### config.mk
export PLATFORM = sky130hd
export DESIGN_NAME = serial_word_feeder
export DESIGN_NICKNAME = d
export VERILOG_FILES = /design/src/rtl/serial_word_feeder.sv
export SDC_FILE = /design/constraint.sdc
export NUM_CORES = 1
export LEC_CHECK = 0
export ABC_AREA = 1
export CORE_MARGIN = 10
export CORE_UTILIZATION = 52
export CTS_CLUSTER_SIZE = 24
export DETAILED_ROUTE_END_ITERATION = 8
export GPL_ROUTABILITY_DRIVEN = 0
export GPL_TIMING_DRIVEN = 1
export PLACE_DENSITY = 0.77
export SETUP_SLACK_MARGIN = 0.5
export SYNTH_ARGS = -nofsm -noshare
export SYNTH_HDL_FRONTEND = slang
export SYNTH_SLANG_ARGS = --single-unit
### constraint.sdc
create_clock -name clock -period 1.6 [get_ports clock]
set_clock_uncertainty 0.15 [all_clocks]
set_input_delay 0.32 -clock clock [delete_from_list [all_inputs] [get_ports clock]]
set_output_delay 0.32 -clock clock [all_outputs]
set_load 0.03 [all_outputs]
### src/rtl/serial_word_feeder.sv
// Parallel-to-serial word feeder. It holds one pending word behind a valid/ready handshake
// and shifts it out one bit per clock, with optional idle-zero gaps between words.
module serial_word_feeder #(
  parameter int unsigned WIDTH     = 8,
  parameter int unsigned GAP       = 0,
  parameter bit          MSB_FIRST = 1'b1
) (
  input  logic             clock,
  input  logic             reset,
  input  logic [WIDTH-1:0] data_in,
  input  logic             load_valid,
  output logic             load_ready,
  output logic             x_out,
  output logic             bit_valid,
  output logic             word_done
);

  localparam int unsigned CntW = $clog2(WIDTH);
  localparam int unsigned GapW = (GAP > 1) ? $clog2(GAP) : 1;
  localparam logic [CntW-1:0] CntInit = CntW'(WIDTH - 1);
  localparam logic [GapW-1:0] GapInit = GapW'((GAP > 0) ? GAP - 1 : 0);

  typedef enum logic [1:0] {StIdle, StShift, StGap} state_e;

  state_e           state_q, state_d;
  logic [WIDTH-1:0] pend_q, pend_d;
  logic [WIDTH-1:0] shift_q, shift_d;
  logic             pend_full_q, pend_full_d;
  logic             ready_q;
  logic [CntW-1:0]  cnt_q, cnt_d;
  logic [GapW-1:0]  gap_q, gap_d;
  logic             accept;
  logic             reload;

  // ready_q mirrors ~pend_full_q, so a slot freed by a reload is only offered next cycle.
  assign accept = load_valid & ready_q;

  always_comb begin
    state_d = state_q;
    shift_d = shift_q;
    cnt_d   = cnt_q;
    gap_d   = gap_q;
    reload  = 1'b0;
    unique case (state_q)
      StIdle: begin
        if (pend_full_q) reload = 1'b1;
      end
      StShift: begin
        shift_d = MSB_FIRST ? (shift_q << 1) : (shift_q >> 1);
        cnt_d   = cnt_q - 1'b1;
        if (cnt_q == '0) begin
          if (GAP > 0) begin
            state_d = StGap;
            gap_d   = GapInit;
          end else if (pend_full_q) begin
            reload = 1'b1;
          end else begin
            state_d = StIdle;
          end
        end
      end
      StGap: begin
        if (gap_q == '0) begin
          if (pend_full_q) reload = 1'b1;
          else             state_d = StIdle;
        end else begin
          gap_d = gap_q - 1'b1;
        end
      end
      default: state_d = StIdle;
    endcase

    if (reload) begin
      state_d = StShift;
      shift_d = pend_q;
      cnt_d   = CntInit;
    end

    pend_d      = accept ? data_in : pend_q;
    pend_full_d = pend_full_q;
    if (reload) pend_full_d = 1'b0;
    if (accept) pend_full_d = 1'b1;
  end

  always_ff @(posedge clock or posedge reset) begin
    if (reset) begin
      state_q     <= StIdle;
      pend_q      <= '0;
      shift_q     <= '0;
      pend_full_q <= 1'b0;
      ready_q     <= 1'b0;
      cnt_q       <= '0;
      gap_q       <= '0;
    end else begin
      state_q     <= state_d;
      pend_q      <= pend_d;
      shift_q     <= shift_d;
      pend_full_q <= pend_full_d;
      ready_q     <= ~pend_full_d;
      cnt_q       <= cnt_d;
      gap_q       <= gap_d;
    end
  end

  assign load_ready = ready_q;
  assign bit_valid  = (state_q == StShift);
  assign x_out      = bit_valid & (MSB_FIRST ? shift_q[WIDTH-1] : shift_q[0]);
  assign word_done  = bit_valid & (cnt_q == '0);

endmodule

* Word-level counts from Yosys, hierarchy flattened
Index checks and enable logic that the tools add are counted.
** Word-level totals
- Register bits :: 24
- Bits of input ports :: 11
- Word-level logic and storage cells :: 38
** Operators by class
- Add/subtract/negate cells :: 2
- Eq/ne operators :: 5
- Mux-type cells :: 16
- Bitwise gates (word level) :: 4
- Reductions and logical operators :: 4
** Operators with widths (number)
- $mux 8 :: 2
- $mux 2 :: 4
- $mux 1 :: 6
- $mux 3 :: 2
- $pmux 2 s3 :: 1
- $and 1x1->1 :: 3
- $logic_not 3->1 :: 1
- $ne 3x1->1 const B :: 1
- $ne 3x3->1 const B :: 1
- $pmux 1 s3 :: 1
- $reduce_and 3->1 :: 1
- $sub 3x1->3 const B :: 1
- $eq 2x1->1 const B :: 1
- $eq 2x2->1 const B :: 1
- $logic_not 2->1 :: 1
- $ne 2x2->1 const B :: 1
- $reduce_bool 2->1 :: 1
- $not 1->1 :: 1
- $sub 1x1->1 const B :: 1

* Longest topological paths before layout
- Depth after elaboration :: 6
- Mapped depth :: 7
- Mapped depth without buffers :: 7

* Worst setup path after synthesis
No wires, ideal clock.
- Path kind :: reg2out
- Start :: reg state_q[0]
- End :: out word_done
- Data arrival time :: 1122 ps
- Path slack :: 8 ps
- Cell stages (with the launch flop) :: 3
- Path buffers :: 0
- Cell sequence :: dfrtp_1 > inv_1 > nor2_1
** Between the ends
- Longest elaborated chain between the ends :: 2
** RTL lines
- start: declaration :: RTL line 25 : state_e state_q, state_d;
- start signal: assignment :: RTL line 87 : state_q <= StIdle;
- start signal: assignment :: RTL line 95 : state_q <= state_d;
- $eq 2x1->1 :: RTL line 106 : assign bit_valid = (state_q == StShift);
- $and 1x1->1 :: RTL line 108 : assign word_done = bit_valid & (cnt_q == '0);
- end: declaration :: RTL line 15 : output logic word_done
Every way passes these cells.

* Final worst setup path
- Start :: reg cnt_q[1]
- End :: out word_done
** Between the ends
- Longest elaborated chain between the ends :: 2
** RTL lines
- start: declaration :: RTL line 30 : logic [CntW-1:0] cnt_q, cnt_d;
- start signal: assignment :: RTL line 100 : cnt_q <= cnt_d;
- $logic_not 3->1 :: RTL line 108
- $and 1x1->1 :: RTL line 108
Every way passes these cells.

==> results summary <==
The die width came out at 64.7 µm. The sequential share of the synthesized area is 52.9%. Across all setup checks in the final design, the least slack found is -0.0714 ns. The initialized floorplan defines 16 standard-cell rows. The slowest stage of the critical path is the sky130_fd_sc_hd__dfrtp_1 cell. CTS placed an instance of sky130_fd_sc_hd__clkbuf_4 at the clock tree root. At the end of the flow, the number of nets in the layout was 170. The buffer levels on the longest clock path came out at 2. Setup slack on the worst reg-to-reg path comes out at 0.13 ns.

Broken down by cell family, the worst path's largest delay share belongs to flip-flops. The number of violations of the max-capacitance limit came out at 0. The delay of the slowest cell on the worst path came out at between 0.4 and 0.5 ns.

The worst path buffer plus inverter count is 2. Leaving out fill and tap cells, the most frequent cells in the layout are sky130_fd_sc_hd__nand2_1 (33), sky130_fd_sc_hd__dfrtp_1 (20), sky130_fd_sc_hd__nand3_1 (18). The library cell occupying the most area in the post-synthesis netlist is sky130_fd_sc_hd__dfrtp_1. The pin count of the biggest net entering global routing is 23. TritonCTS built the clock tree. The routed wirelength normalized by instance count came out at 14.0 µm. The headroom to the max-slew limit came out at 80.8%. The category of the most critical setup path is reg2out. The static leakage is 0.759 nW. The worst register-to-register path ends at shift_q[2]. The kind of path behind the tightest hold check is in2async.

The critical path starts at cnt_q[1]. The worst reg-to-reg path cell count is 8. The placement-stage cell area is 1220 µm². The post-synthesis cell count came out at 124. The insertion delay to the later sink of the worst-skew pair is roughly 0.3 ns.

The cell area after synthesis came out at 1040 µm². Walking the worst path, the cells encountered are inv_2 -> ha_4 -> nand2_4 -> nor2_4 -> buf_6. The number of pins exceeding their max-slew limit in the final report is 0. The final-report setup violation count came out at 1. The average size of a mapped cell came out at 8.39 µm². The HPWL after detailed placement is 1410 µm. In this run the vertical extent of the chip is 64.7 µm. The synthesized design devotes to its leading area cell type 52.9% of total area. For the worst setup path, the data required time is 1.13 ns. The power density relative to cell area is roughly 1900 nW/µm². The number of iterations in the first detailed-routing pass came out at 4. Setup repair after global routing could not meet its margin everywhere. Counting every sink on the clock net gives 22. The endpoint of the worst setup timing path is word_done. Derived from the worst setup path, the maximum achievable clock frequency is 0.598 GHz. The number of synthesized register bits is 22.

Using the TritonRoute via totals, the vias-per-cell ratio works out to 4.95. The floorplan die area is 4190 µm². The final wirelength came out at 2560 µm. The synthesized netlist contains 16 unique library cells.

The initial antenna violation count is 0. The checks that failed: setup timing. In this run the number of cells on the critical path is 5.

The count of port buffers added during placement came out at 14. The hold buffer count at CTS is 0. The worst register-to-register path begins at cnt_q[1]. When the netlist entered floorplanning its net count stood at roughly 140.

The area growth from synthesis to layout is 44.6%. The largest vdd supply drop is 1300 µV. The number of CTS-inserted buffers is 3. The total overflow reported by the global router came out at 0. The total power draw is between 0.002 and 0.003 W. The starting density of the core is around 54%.

The top fanout value on the critical path is 2. For the pin with the worst max-slew slack, the measured transition is about 0.29 ns. The starting DRC count in detailed routing came out at 48. The final design instance area without fill came out at 1500 µm². The total number of H-tree levels came out at 1.

The detail route stage leaves a number of antenna-violating nets equal to 0. The flow ran to the end, but the final reports show violations. The overall global routing resource usage is 10.2%. The via count of the first global-routing pass was 814. The endpoint arrival time on the critical path is 1.20 ns. By area the synthesized netlist is led by sky130_fd_sc_hd__dfrtp_1 (53%), sky130_fd_sc_hd__nand2_1 (14%), sky130_fd_sc_hd__nand3_1 (13%), sky130_fd_sc_hd__inv_1 (5.1%), sky130_fd_sc_hd__nor2_1 (2.5%). The routed layout has between 900 and 1k vias. The layout cell share with drive strength beyond 1 came out at 35.3%.

The number of hold-slack violations in the final timing report came out at 0. For this run, design rule violations remaining after detail routing come to 0. The number of primary I/O pins came out at 15. After clock tree synthesis, the clock-pin slew on the worst setup and hold paths is 0.12 ns. The worst-case hold slack is 0.185 ns. The final cycle utilization of the critical path is 104%.

The nature of the critical path endpoint is an output pin. The warning count from the yosys run is 0. The worst path in the final design needs a cycle of about 1.7 ns, including I/O delays and setup. 0 antenna diodes ended up in the layout. The area of the core region came out at 1920 µm².

STA classifies the critical path startpoint as a flip-flop. The wire length of the first global-routing pass is 3510 µm. Leaving out fill and tap cells, the most frequent cell in the layout is sky130_fd_sc_hd__nand2_1.
[report_power, final]
group	switching, W	leakage (nW)	internal, W
sequential	0.000170	0.272	0.000804
clock	0.000162	0.0150	0.0000969
combinational	0.000869	0.471	0.000715
[synth_stat cells]
master	number
sky130_fd_sc_hd__buf_2	2
sky130_fd_sc_hd__buf_4	1
sky130_fd_sc_hd__buf_6	2
sky130_fd_sc_hd__dfrtp_1	22
sky130_fd_sc_hd__ha_1	2
sky130_fd_sc_hd__inv_1	14
sky130_fd_sc_hd__inv_2	2
sky130_fd_sc_hd__nand2_1	38
sky130_fd_sc_hd__nand2_2	3
sky130_fd_sc_hd__nand3_1	26
sky130_fd_sc_hd__nor2_1	7
sky130_fd_sc_hd__nor2_2	1
sky130_fd_sc_hd__nor2_4	1
sky130_fd_sc_hd__o211ai_1	1
sky130_fd_sc_hd__o21ai_0	1
sky130_fd_sc_hd__o21ai_4	1
[area by class of cell]
class	count	area, µm²
inverter	16	60.1
tap	27	33.8
sequential	22	553
fill	134	418
multi-input combinational	82	524
timing repair buffer	32	307
clock buffer	4	26.3
[per-layer routing]
| layer | up-vias | share of wire, % | global-route usage [%] |
|---|---|---|---|
| met5 | - | 0 | 0 |
| met4 | 0 | 1.3 | 4.01 |
| met3 | 4 | 3.9 | 2.58 |
| met2 | 22 | 54 | 17.2 |
| met1 | 427 | 41 | 12.0 |
| li1 | 453 | - | - |
[logic make-up after synthesis]
kind of cell,count (synthesis),share of synthesized area [%]
flip-flops,22,52.9
AO/OA/AOI/OAI,3,2.77
buffers and inverters,21,9.63
adder cells (fa/ha/maj),2,2.41
AND/OR/NAND/NOR,76,32.3
[how the worst min path moves through the flow]
stage	startpoint	end
finish	reset	load_ready
global route	reset	load_ready
CTS	reset	pend_full_q
detailed placement	pend_q[5]	pend_q[5]
global placement	pend_q[0]	pend_q[0]
floorplan	reset	cnt_q[0]
[worst min-delay path, delay by kind of cell]
kind	cells	cell delay (ns)
buffers and inverters	3	0.72
[stage by stage]
step                setup TNS [ns]  setup slack, ns  instances  util [%]
floorplan                        0            0.312        124         -
global placement                 0            0.209        163      63.5
detailed placement               0            0.164        163      63.5
CTS                        -0.0878          -0.0878        172      67.6
global route                -0.116           -0.116        183      78.3
finish                     -0.0714          -0.0714        183      78.3
[what timing repair did]
item / in CTS / in global routing
resized for setup: 4 / 26
setup endpoints to repair: 18 / 26
pin swaps: 3 / 5
setup buffers: 4 / 11
cloned: 1 / 0
[state kept, by name, summed over array words and instances, names as in the netlist]
name / count
cnt_q: 3
load_ready: 1
pend_full_q: 1
pend_q: 8
shift_q: 8
state_q: 1
Power figures use the tool's default switching activity.
